<file path="src/rtl/gate_pkg.sv">
// Shared opcode encodings, FSM state type and opcode helpers for the gate reduce unit.
package gate_pkg;

  typedef logic [2:0] op_t;

  localparam op_t OP_AND  = 3'b000;
  localparam op_t OP_OR   = 3'b001;
  localparam op_t OP_XOR  = 3'b010;
  localparam op_t OP_NAND = 3'b011;
  localparam op_t OP_NOR  = 3'b100;
  localparam op_t OP_XNOR = 3'b101;
  localparam op_t OP_RSV6 = 3'b110;
  localparam op_t OP_RSV7 = 3'b111;

  typedef enum logic [1:0] {
    IDLE  = 2'd0,
    ACCUM = 2'd1,
    HOLD  = 2'd2
  } state_t;

  // Opcodes 110/111 carry no gate of their own.
  function automatic logic is_reserved(input op_t op);
    return (op == OP_RSV6) || (op == OP_RSV7);
  endfunction

  // Inverting gates are reduced with their base gate and inverted once at the end.
  function automatic logic is_invert(input op_t op);
    return (op == OP_NAND) || (op == OP_NOR) || (op == OP_XNOR);
  endfunction

  // Gate used for the running reduction; reserved codes fall back to OR.
  function automatic op_t base_op(input op_t op);
    op_t r;
    case (op)
      OP_AND:  r = OP_AND;
      OP_OR:   r = OP_OR;
      OP_XOR:  r = OP_XOR;
      OP_NAND: r = OP_AND;
      OP_NOR:  r = OP_OR;
      OP_XNOR: r = OP_XOR;
      default: r = OP_OR;
    endcase
    return r;
  endfunction

endpackage

</file>
<file path="src/rtl/gate_alu.sv">
// Combinational W-bit two-operand gate; reserved opcodes behave as OR.
module gate_alu
  import gate_pkg::*;
#(
  parameter int W = 8
) (
  input  op_t          op_i,
  input  logic [W-1:0] a_i,
  input  logic [W-1:0] b_i,
  output logic [W-1:0] y_o
);

  // Select the bitwise function of the two operands.
  always_comb begin
    y_o = '0;
    case (op_i)
      OP_AND:  y_o = a_i & b_i;
      OP_OR:   y_o = a_i | b_i;
      OP_XOR:  y_o = a_i ^ b_i;
      OP_NAND: y_o = ~(a_i & b_i);
      OP_NOR:  y_o = ~(a_i | b_i);
      OP_XNOR: y_o = ~(a_i ^ b_i);
      default: y_o = a_i | b_i;
    endcase
  end

endmodule

</file>
<file path="src/rtl/gate_reduce_unit.sv">
// Streaming multi-operand bitwise gate: reduces a packet of words and holds
// the registered result, beat count and error flag until it is consumed.
module gate_reduce_unit
  import gate_pkg::*;
#(
  parameter int W     = 8,
  parameter int CNT_W = 4
) (
  input  logic             clk,
  input  logic             rst,
  input  logic             in_valid,
  output logic             in_ready,
  input  logic [W-1:0]     in_data,
  input  logic             in_last,
  input  logic [2:0]       in_op,
  output logic             out_valid,
  input  logic             out_ready,
  output logic [W-1:0]     out_data,
  output logic [CNT_W-1:0] out_count,
  output logic             out_err
);

  localparam logic [CNT_W-1:0] CNT_MAX = '1;
  localparam logic [CNT_W-1:0] CNT_ONE = {{(CNT_W-1){1'b0}}, 1'b1};

  state_t           state_q, state_d;
  logic [W-1:0]     acc_q, acc_d;
  op_t              op_q, op_d;
  logic [CNT_W-1:0] cnt_q, cnt_d;
  logic             err_q, err_d;
  logic             out_valid_q, out_valid_d;
  logic [W-1:0]     out_data_q, out_data_d;
  logic [CNT_W-1:0] out_count_q, out_count_d;
  logic             out_err_q, out_err_d;

  logic             accept_s;
  logic             first_s;
  logic [W-1:0]     step_y_s;
  logic [W-1:0]     acc_nxt_s;
  op_t              eff_op_s;
  op_t              fin_op_s;
  logic [W-1:0]     res_s;
  logic [CNT_W-1:0] cnt_nxt_s;
  logic             err_nxt_s;

  assign accept_s = in_valid && in_ready;
  assign first_s  = (state_q == IDLE);

  // Accumulate step: fold the incoming word into the running value with the base gate.
  gate_alu #(.W(W)) u_step_alu (
    .op_i (base_op(op_q)),
    .a_i  (acc_q),
    .b_i  (in_data),
    .y_o  (step_y_s)
  );

  assign acc_nxt_s = first_s ? in_data : step_y_s;
  assign eff_op_s  = first_s ? op_t'(in_op) : op_q;

  // Final stage: x&x passes the value, ~(x&x) applies the single output inversion.
  assign fin_op_s = is_invert(eff_op_s) ? OP_NAND : OP_AND;

  gate_alu #(.W(W)) u_fin_alu (
    .op_i (fin_op_s),
    .a_i  (acc_nxt_s),
    .b_i  (acc_nxt_s),
    .y_o  (res_s)
  );

  assign cnt_nxt_s = first_s ? CNT_ONE :
                     ((cnt_q == CNT_MAX) ? cnt_q : (cnt_q + CNT_ONE));
  assign err_nxt_s = first_s ? is_reserved(op_t'(in_op)) :
                     (err_q | (cnt_q == CNT_MAX));

  // State and datapath registers with synchronous reset.
  always_ff @(posedge clk) begin
    if (rst) begin
      state_q     <= IDLE;
      acc_q       <= '0;
      op_q        <= OP_AND;
      cnt_q       <= '0;
      err_q       <= 1'b0;
      out_valid_q <= 1'b0;
      out_data_q  <= '0;
      out_count_q <= '0;
      out_err_q   <= 1'b0;
    end else begin
      state_q     <= state_d;
      acc_q       <= acc_d;
      op_q        <= op_d;
      cnt_q       <= cnt_d;
      err_q       <= err_d;
      out_valid_q <= out_valid_d;
      out_data_q  <= out_data_d;
      out_count_q <= out_count_d;
      out_err_q   <= out_err_d;
    end
  end

  // Next-state logic: collect beats until the last one, then hold until consumed.
  always_comb begin
    state_d = state_q;
    case (state_q)
      IDLE: begin
        if (accept_s) begin
          state_d = in_last ? HOLD : ACCUM;
        end else begin
          state_d = IDLE;
        end
      end
      ACCUM: begin
        if (accept_s && in_last) begin
          state_d = HOLD;
        end else begin
          state_d = ACCUM;
        end
      end
      HOLD: begin
        if (out_ready) begin
          state_d = IDLE;
        end else begin
          state_d = HOLD;
        end
      end
      default: state_d = IDLE;
    endcase
  end

  // Datapath next values: update on accepted beats, capture the result on the last beat.
  always_comb begin
    acc_d       = acc_q;
    op_d        = op_q;
    cnt_d       = cnt_q;
    err_d       = err_q;
    out_valid_d = out_valid_q;
    out_data_d  = out_data_q;
    out_count_d = out_count_q;
    out_err_d   = out_err_q;
    if (accept_s) begin
      acc_d = acc_nxt_s;
      op_d  = eff_op_s;
      cnt_d = cnt_nxt_s;
      err_d = err_nxt_s;
      if (in_last) begin
        out_valid_d = 1'b1;
        out_data_d  = res_s;
        out_count_d = cnt_nxt_s;
        out_err_d   = err_nxt_s;
      end else begin
        out_valid_d = out_valid_q;
      end
    end else if ((state_q == HOLD) && out_ready) begin
      out_valid_d = 1'b0;
    end else begin
      out_valid_d = out_valid_q;
    end
  end

  // Outputs: input side is open whenever no result is being held.
  always_comb begin
    if (state_q == HOLD) begin
      in_ready = 1'b0;
    end else begin
      in_ready = 1'b1;
    end
    out_valid = out_valid_q;
    out_data  = out_data_q;
    out_count = out_count_q;
    out_err   = out_err_q;
  end

endmodule

</file>
<file path="config.mk">
export PLATFORM = sky130hd
export DESIGN_NAME = gate_reduce_unit
export DESIGN_NICKNAME = d
export VERILOG_FILES = /design/src/rtl/gate_pkg.sv /design/src/rtl/gate_alu.sv /design/src/rtl/gate_reduce_unit.sv
export SDC_FILE = /design/constraint.sdc
export NUM_CORES = 1
export LEC_CHECK = 0
export ABC_AREA = 1
export CAP_MARGIN = 0
export CORE_MARGIN = 4
export CORE_UTILIZATION = 54
export DETAILED_ROUTE_END_ITERATION = 10
export MAX_ROUTING_LAYER = met4
export PLACE_DENSITY = 0.83
export SYNTH_ARGS = -nofsm -noshare
export SYNTH_HDL_FRONTEND = slang
export SYNTH_SLANG_ARGS = --single-unit
</file>
<file path="constraint.sdc">
create_clock -name clk -period 2.1 [get_ports clk]
set_clock_uncertainty 0.2 [all_clocks]
set_input_delay 0.21 -clock clk [delete_from_list [all_inputs] [get_ports clk]]
set_output_delay 0.21 -clock clk [all_outputs]
set_load 0.02 [all_outputs]
</file>
======== Yosys cells after proc, flatten, opt, wreduce, memory -nomap -nowiden ========
Index checks and enable logic that the tools add are counted.
word-level totals
  flip-flop bits (word level) ............. 32
  bits of input ports ..................... 16
operators by class
  multiplexer cells ....................... 18
  reduce and logical (&&, ||, !) cells .... 15
  equal/unequal tests ..................... 20
  add/subtract/negate cells ............... 1
  bitwise operators ....................... 13
operators by type and width
  kind                                                                   count
  8-bit case mux with 5 select lines                                     2
  8-bit inverter                                                         6
  8-bit bitwise AND                                                      2
  8-bit OR                                                               2
  8-bit bitwise XOR                                                      2
  3-bit equality test, second input constant                             5
  2-bit by 3-bit equality test with 1-bit output, second input constant  4
  2-bit equality test, second input constant                             5
  2-bit two-way mux                                                      5
  3-bit by 2-bit equality test with 1-bit output, second input constant  3
  3-bit logical NOT                                                      3
  4-bit two-way mux                                                      2
  8-bit two-way mux                                                      1
  2-bit case mux with 3 select lines                                     1
  1-bit two-way mux                                                      5
  4-bit by 1-bit adder with 4-bit output, second input constant          1
  4-bit equality test, second input constant                             1
  2-bit case mux with 2 select lines                                     1
  2-bit AND reduction                                                    2
  2-bit OR reduction                                                     2
  1-bit logical AND                                                      3
  1-bit logical OR                                                       3
  3-bit two-way mux                                                      1
  2-bit by 1-bit equality test with 1-bit output, second input constant  1
  other kinds (4)                                                        4

======== Longest topological paths before layout ========
Gate-level depths: netlist of the first run.
  depth in word-level cells ............... 9
  depth in mapped cells ................... 13
  gate-level depth less buffers ........... 13

======== By module ========
Synthesis of the first run repeated with hierarchy kept, for this count alone.
second synthesis, totals
  cell total of the unflattened synthesis .. 526
  area, all modules ....................... 3176.8 sq um
modules (own cells, without submodules)
  module            sequential area each (sq um)  cells an instance  area each (sq um)  times used
  gate_alu          0.0                           150                823.3              2
  gate_reduce_unit  640.6                         226                1530.2             1

======== Least setup slack after synthesis of the first run ========
OpenSTA, ideal clock, no wires.
  path type ............................... register to register
  start point ............................. register state_q[0]
  end point ............................... register out_data_q[1], in the netlist out_data[1]
  required time ........................... 1.791 ns
  path buffers ............................ 1
  period minus slack after synthesis ...... 1.654 ns
  library setup time ...................... 0.109 ns
  path slack .............................. 0.446 ns
  stages on the path, launching flop included .. 11
  data arrival time ....................... 1.345 ns
  cells stage by stage .................... dfxtp_1 -> inv_1 -> nand2_1 -> nand2_1 -> inv_2 -> nand2_2 -> inv_2 -> buf_2 -> nand3_1 -> nand2_1 -> inv_1
between the ends
  elaborated cells between the ends (all ways) .. 25
RTL lines
  what                           RTL line                 RTL
  from (decl)                    gate_reduce_unit.sv:26   state_t state_q, state_d;
  from (signal assigned)         gate_reduce_unit.sv:88   state_q <= state_d;
  2-bit equality test            gate_reduce_unit.sv:161  if (state_q == HOLD) begin
  1-bit two-way mux              gate_reduce_unit.sv:161
  via in_ready                   gate_reduce_unit.sv:12   output logic in_ready,
  1-bit logical AND              gate_reduce_unit.sv:46   assign accept_s = in_valid && in_ready;
  2-bit AND reduction (no line)  n/a
  to (signal assigned)           gate_reduce_unit.sv:94   out_data_q <= out_data_d;
  to (decl)                      gate_reduce_unit.sv:32   logic [W-1:0] out_data_q, out_data_d;
The timed path passes the listed nets, and every way through them passes these cells.
A chain may end at the register's enable or synchronous reset.

======== Worst setup path in the final report of the first run ========
  start point ............................. register state_q[0]
  end point ............................... output in_ready
between the ends
  cells in the longest elaborated chain, start to end .. 2
RTL lines
  what                 RTL line
  2-bit equality test  gate_reduce_unit.sv:161
  1-bit two-way mux    gate_reduce_unit.sv:161
  to (decl)            gate_reduce_unit.sv:12
No other way between the ends.

==> results by group, run 1 <==
Outcome
  – Status: completed

Finish
  – Layout cells sized above 1: 9.496%
  – Diode count: 0
  – Area grow syn2layout: 23.33%
  – Post-layout net count: 369
  – Fin cells: 385

Worst setup path
  – Crit path kind: flip-flop to primary output
  – Startpoint types: flip-flop
  – CP cell instances: inv_1, nand2_1, clkdlybuf4s50_1
  – Worst Path Buf+Inv: 2
  – CP arrival: 1.46 ns
  – Slowest cell on the critical path: clkdlybuf4s50_1
  – CP endpoint kind: primary output
  – CP delay by family, top: buffers and inverters
  – WP data required: 1.69 ns
  – Critical Path Fanout Max: 3
  – Slowest stage delay, CP: 0.60 ns

Clock network
  – TritonCTS clock tree: built
  – H-tree depth: 2
  – Sink Count: 32
  – Post-cts sizing count: 0
  – Hold bufs inserted after CTS: 0
  – CTS root buf: clkbuf_8
  – Post-CTS setup buffer count: 0
  – Worst-skew pair later-pin latency: 0.29 ns
  – Inserted Clock Buffers: 5
  – CTS max path bufs: 2
  – Worst-path clk slew: 0.07 ns

Synth
  – Synth top area share: 31.43%
  – Avg Inst Size Synth: 6.771 µm²
  – Post-synth EDFFs: 0
  – Commonest cells in the netlist: nand2_1, inv_1, nand3_1
  – Post-synthesis async set-or-reset flop share: 0%
  – Total number of yosys warnings: 0
  – Netlist cell types: 29
  – Synth Net Count: 334
  – Cells after synthesis: 301
  – Top-count cell post-synth: nand2_1
  – Ys flop type: dfxtp_1
  – Synthesis-stage register bit count: 32
  – Post-synthesis sequential area ratio: 31.43%
  – Synth top area cells: dfxtp_1, nand2_1, ha_1, nand3_1, inv_1
  – Cell taking the most area after synthesis: dfxtp_1
  – Post-Syn Area: 0.002038 mm²

STA
  – Final setup viols: 0
  – Slew @ Worst Pin: 0.4458 ns
  – Setup total negative slack: 0 ns
  – Fmax: 534.6 MHz
  – Slew margin rel.: 70.05%
  – Slew Viols, Final: 0
  – Min cycle time layout: 1.871 ns
  – Final Hold Vio Count: 0
  – Tcrit/Tclk final: 89.07%
  – RSZ-0062 raised after global routing: false

Floorplanning
  – Core area: 0.003661 mm²
  – Die area: 0.004821 mm²
  – Die width: 69.44 µm
  – I/O pin cnt: 31
  – Starting Density: 55.67%
  – Die Ht: 69.44 µm
  – Std-Cell Rows: 22

Power and ir drop
  – Switching Fraction: 35.65%
  – Comb pwr share: 33.5%
  – Pwr dens: 717.9 mW/mm²
  – P_sw: 0.6433 mW
  – Int Power: 1.161 mW
  – VDD IR-drop max: 0.5889 mV
  – Seq pwr share: 38.7%
  – Clk pwr share: 27.8%
  – Lkg Pwr: 1.236 nW

Detailed routing
  – Detailed-route vias per instance: 5.242
  – Vias: 2018
  – TritonRoute pass-1 iters: 4
  – Routed WL: 4649 µm
  – DRC viols: 0
  – First DRT Iteration DRCs: 117
  – Residual antenna-violating net count after detailed routing: 0
  – Avg WL per Cell: 12.08 µm

Placed design
  – Post-DP HPWL: 3299 µm
  – PortBufs: 30
  – Number of cells after detailed placement: 377
  – RePlAce Congestion: 0.8850

Global routing
  – Initial antenna violation count: 0
  – Largest net degree at the start of global routing: 23
  – First-pass GRT wire length: 8349 µm
  – Vias in the first global route: 1980
  – Total GRT Usage: 21.46%
  – Total grt overflow: 0

Hold path
  – Tightest Hold Check Type: flip-flop to flip-flop

Flow run
  – MaxCap Viol Count: 0
-- worst paths after layout --
path / slack [ns] / from / endpoint / cells past startpoint
setup / recovery: 0.23 / state_q[0] / in_ready / 3
hold / removal: 0.27 / out_valid / out_valid / 2
setup reg to reg: 0.24 / state_q[1] / out_data[7] / 10
hold reg to reg: 0.27 / out_valid / out_valid / 2
-- final cells by class --
| cell class | instances | area, µm² |
|---|---|---|
| Inverter | 57 | 216.5 |
| Clock buffer | 6 | 82.58 |
| Fill cell | 330 | 1147 |
| Timing Repair Buffer | 37 | 365.4 |
| Multi-Input combinational cell | 203 | 1139 |
| Clock inverter | 2 | 10.01 |
| Sequential cell | 32 | 640.6 |
| Tap cell | 48 | 60.06 |
-- state kept, by name (all words and copies together) (netlist names) --
signal     count
err_q          1
cnt_q          4
acc_q          8
out_valid      1
state_q        2
out_err        1
op_q           3
out_data       8
out_count      4
-- placed cells by master, fill, tap and decap left out, types with 8 or more instances in the layout --
master,count
dfxtp_1,32
nand2_1,65
o21ai_0,17
clkinv_1,9
ha_1,17
o21a_1,8
a21oi_1,20
inv_1,42
o21ai_1,9
nand3_1,42
clkdlybuf4s50_1,30
-- routing by layer --
layer | up-vias | global-route usage [%] | share of wire, %
met5 | - | - | 0
met2 | 56 | 35.17 | 47
li1 | 1039 | - | -
met1 | 915 | 25.25 | 45
met3 | 8 | 5.942 | 6.2
met4 | 0 | 7.375 | 1.1
-- power groups by stage --
stage | Sequential [mW] | Clock [mW] | Combinational (mW)
2_1_floorplan | 0.734 | 0 | 0.388
3_3_place_gp | 0.711 | 0 | 0.590
3_5_place_dp | 0.712 | 0 | 0.602
4_1_cts | 0.699 | 0.513 | 0.606
5_1_grt | 0.707 | 0.536 | 0.682
6_report | 0.699 | 0.501 | 0.605
-- per-stage QoR --
step	hold slack (ns)	setup slack, ns	cell area, µm²	util (%)	power (mW)
floorplan	0.1709	0.4461	2038	-	1.121
global placement	0.2613	0.1878	2421	66.13	1.301
detailed placement	0.2640	0.1570	2421	66.13	1.314
CTS	0.2737	0.2198	2514	68.66	1.818
global route	0.3110	0.08524	2514	68.66	1.925
finish	0.2720	0.2295	2514	68.66	1.805
-- cell families after synthesis --
kind of cell	after synthesis	synth area share [%]
adders and majority gates	17	10.44
and+or+nand+nor	123	27.38
buffers and inverters	66	12.71
DFF	32	31.43
AOI/OAI and AO/OA	63	18.05
-- worst min-delay path, delay by kind of cell (launching register included) --
| kind | cells | cell delay [ns] |
|---|---|---|
| AO/OA/AOI/OAI | 1 | 0.05 |
| flip-flops | 1 | 0.31 |
| AND/OR/NAND/NOR | 1 | 0.06 |
Power figures use the tool's default switching activity.
==> run 2: changes to the inputs <==
--- a/config.mk
+++ b/config.mk
@@ -6,7 +6,6 @@
 export NUM_CORES = 1
 export LEC_CHECK = 0
 export ABC_AREA = 1
-export CAP_MARGIN = 0
 export CORE_MARGIN = 4
 export CORE_UTILIZATION = 54
 export DETAILED_ROUTE_END_ITERATION = 10
==> results of run 2 <==
The final DEF is identical to that of run 1; final timing and power are the same.
==> run 3: changes to the inputs <==
--- a/config.mk
+++ b/config.mk
@@ -6,11 +6,13 @@
 export NUM_CORES = 1
 export LEC_CHECK = 0
 export ABC_AREA = 1
+export CAP_MARGIN = 10
 export CORE_MARGIN = 4
-export CORE_UTILIZATION = 54
+export CORE_UTILIZATION = 56
+export CTS_BUF_LIST = sky130_fd_sc_hd__clkbuf_4 sky130_fd_sc_hd__clkbuf_8
 export DETAILED_ROUTE_END_ITERATION = 10
 export MAX_ROUTING_LAYER = met4
-export PLACE_DENSITY = 0.83
+export PLACE_DENSITY = 0.85
 export SYNTH_ARGS = -nofsm -noshare
 export SYNTH_HDL_FRONTEND = slang
 export SYNTH_SLANG_ARGS = --single-unit
==> run 3 against run 2 <==
Against the previous run:
- fmax shrank 3.4%
- final area is 2.1% lower
- count of clock-buffer cells in the layout unchanged
- critical path depth grew 7
- worst setup slack worse by 0.065 ns
- non-clock buffer count fell by 1
- largest cell class unchanged
- sequential power about the same
- core utilization rose by 3.4 points
- hold slack better by 0.0079 ns
- largest power group unchanged
- combinational power hardly changed
- die area decreased by 3.2%
==> results by group, run 3 (synthesis gave the netlist of run 1 again) <==
Outcome
  – Status: completed

Placed design
  – RePlAce Congestion: 0.8215
  – PortBufs: 30
  – Number of cells after detailed placement: 374
  – Placed inst area: 0.002411 mm²
  – Post-DP HPWL: 3340 µm

Worst setup path
  – WP data required: 2.13 ns
  – CP endpoint kind: flip-flop
  – Critical Path Fanout Max: 12
  – Startpoint types: flip-flop
  – CP arrival: 1.96 ns
  – Crit path kind: flip-flop to flip-flop

Finish
  – Fin cells: 381
  – Layout cells sized above 1: 8.955%
  – Final core utilization: 72.05%
  – Most common cell after layout, fill and taps aside: nand2_1
  – Commonest cells after routing, fill and taps aside: nand2_1, inv_1, nand3_1
  – Final instance area: 0.002461 mm²
  – Area grow syn2layout: 20.75%
  – Diode count: 0
  – Post-layout net count: 368

Floorplanning
  – Die area: 0.004669 mm²
  – Die Ht: 68.33 µm
  – Core area: 0.003416 mm²
  – Std-Cell Rows: 21
  – Die width: 68.33 µm
  – I/O pin cnt: 31
  – Starting Density: 59.67%

STA
  – Final setup viols: 0
  – Slew @ Worst Pin: 0.4545 ns
  – Setup total negative slack: 0 ns
  – Tcrit/Tclk final: 92.18%
  – RSZ-0062 raised after global routing: false
  – Fmax: 516.6 MHz
  – Slew margin rel.: 69.47%
  – Slew Viols, Final: 0
  – Min cycle time layout: 1.936 ns
  – Final Hold Vio Count: 0

Global routing
  – Total GRT Usage: 22.80%
  – Largest net degree at the start of global routing: 27
  – First-pass GRT wire length: 7872 µm
  – Total grt overflow: 0
  – Vias in the first global route: 1847
  – Initial antenna violation count: 0

Detailed routing
  – Residual antenna-violating net count after detailed routing: 0
  – DRC viols: 0
  – Avg WL per Cell: 12.06 µm
  – Routed WL: 4594 µm
  – TritonRoute pass-1 iters: 4
  – First DRT Iteration DRCs: 189
  – Detailed-route vias per instance: 5.160
  – Vias: 1966

Power and ir drop
  – P_sw: 0.6039 mW
  – Pwr dens: 664.7 mW/mm²
  – Seq pwr share: 42.7%
  – Clk pwr share: 20.5%
  – Switching Fraction: 36.91%
  – Comb pwr share: 36.8%
  – Lkg Pwr: 1.212 nW
  – VDD IR-drop max: 0.5069 mV
  – Int Power: 1.032 mW

Clock network
  – Sink Count: 32
  – Hold bufs inserted after CTS: 0
  – Worst-skew pair later-pin latency: 0.32 ns
  – H-tree depth: 2
  – Post-CTS setup buffer count: 0
  – CTS max path bufs: 2
  – CTS root buf: clkbuf_4
  – Inserted Clock Buffers: 5
  – TritonCTS clock tree: built
  – Worst-path clk slew: 0.10 ns
  – Post-cts sizing count: 0

Hold path
  – Tightest Hold Check Type: flip-flop to flip-flop

Flow run
  – MaxCap Viol Count: 0
[run 3: worst paths after layout]
kind	start	endpoint	slack [ns]	cells past startpoint
setup / recovery	state_q[1]	out_data[7]	0.16	10
hold / removal	op_q[0]	op_q[0]	0.28	2
setup reg to reg	state_q[1]	out_data[7]	0.16	10
hold reg to reg	op_q[0]	op_q[0]	0.28	2
[run 3: critical path, cell delays in order, from the launching register on]
cell	delay (ns)
dfxtp_1	0.37
nor2_4	0.32
nand2_1	0.14
o21ai_2	0.14
nand3_2	0.12
o21ai_4	0.17
inv_4	0.11
nand2_1	0.09
nand3_1	0.08
nand2_1	0.06
inv_1	0.03
[run 3: metal layers]
metal	track usage [%]	vias up	part of all wire, %
met3	4.105	7	5.1
met5	-	-	0
li1	-	1041	-
met4	7.444	0	1.3
met1	26.82	867	47
met2	39.11	51	47
[run 3: final cells by class]
class | count | area [µm²]
Multi-Input combinational cell | 203 | 1139
Fill cell | 299 | 954.7
Sequential cell | 32 | 640.6
Timing Repair Buffer | 36 | 357.8
Inverter | 57 | 216.5
Tap cell | 46 | 57.56
Clock buffer | 6 | 45.04
Clock inverter | 1 | 5.005
[run 3: through the flow]
stage	total power, mW	worst slack [ns]	hold slack (ns)
floorplan	1.121	0.4461	0.1709
detailed placement	1.314	0.1501	0.2677
global route	1.762	0.01879	0.3096
CTS	1.646	0.1448	0.2849
global placement	1.295	0.2005	0.2592
finish	1.636	0.1642	0.2800
[run 3: power groups by stage]
stage / logic [mW] / clock network (mW) / registers, mW
finish: 0.602 / 0.335 / 0.698
global route: 0.681 / 0.374 / 0.706
CTS: 0.604 / 0.343 / 0.699
detailed placement: 0.602 / 0 / 0.712
global placement: 0.586 / 0 / 0.710
floorplan: 0.388 / 0 / 0.734
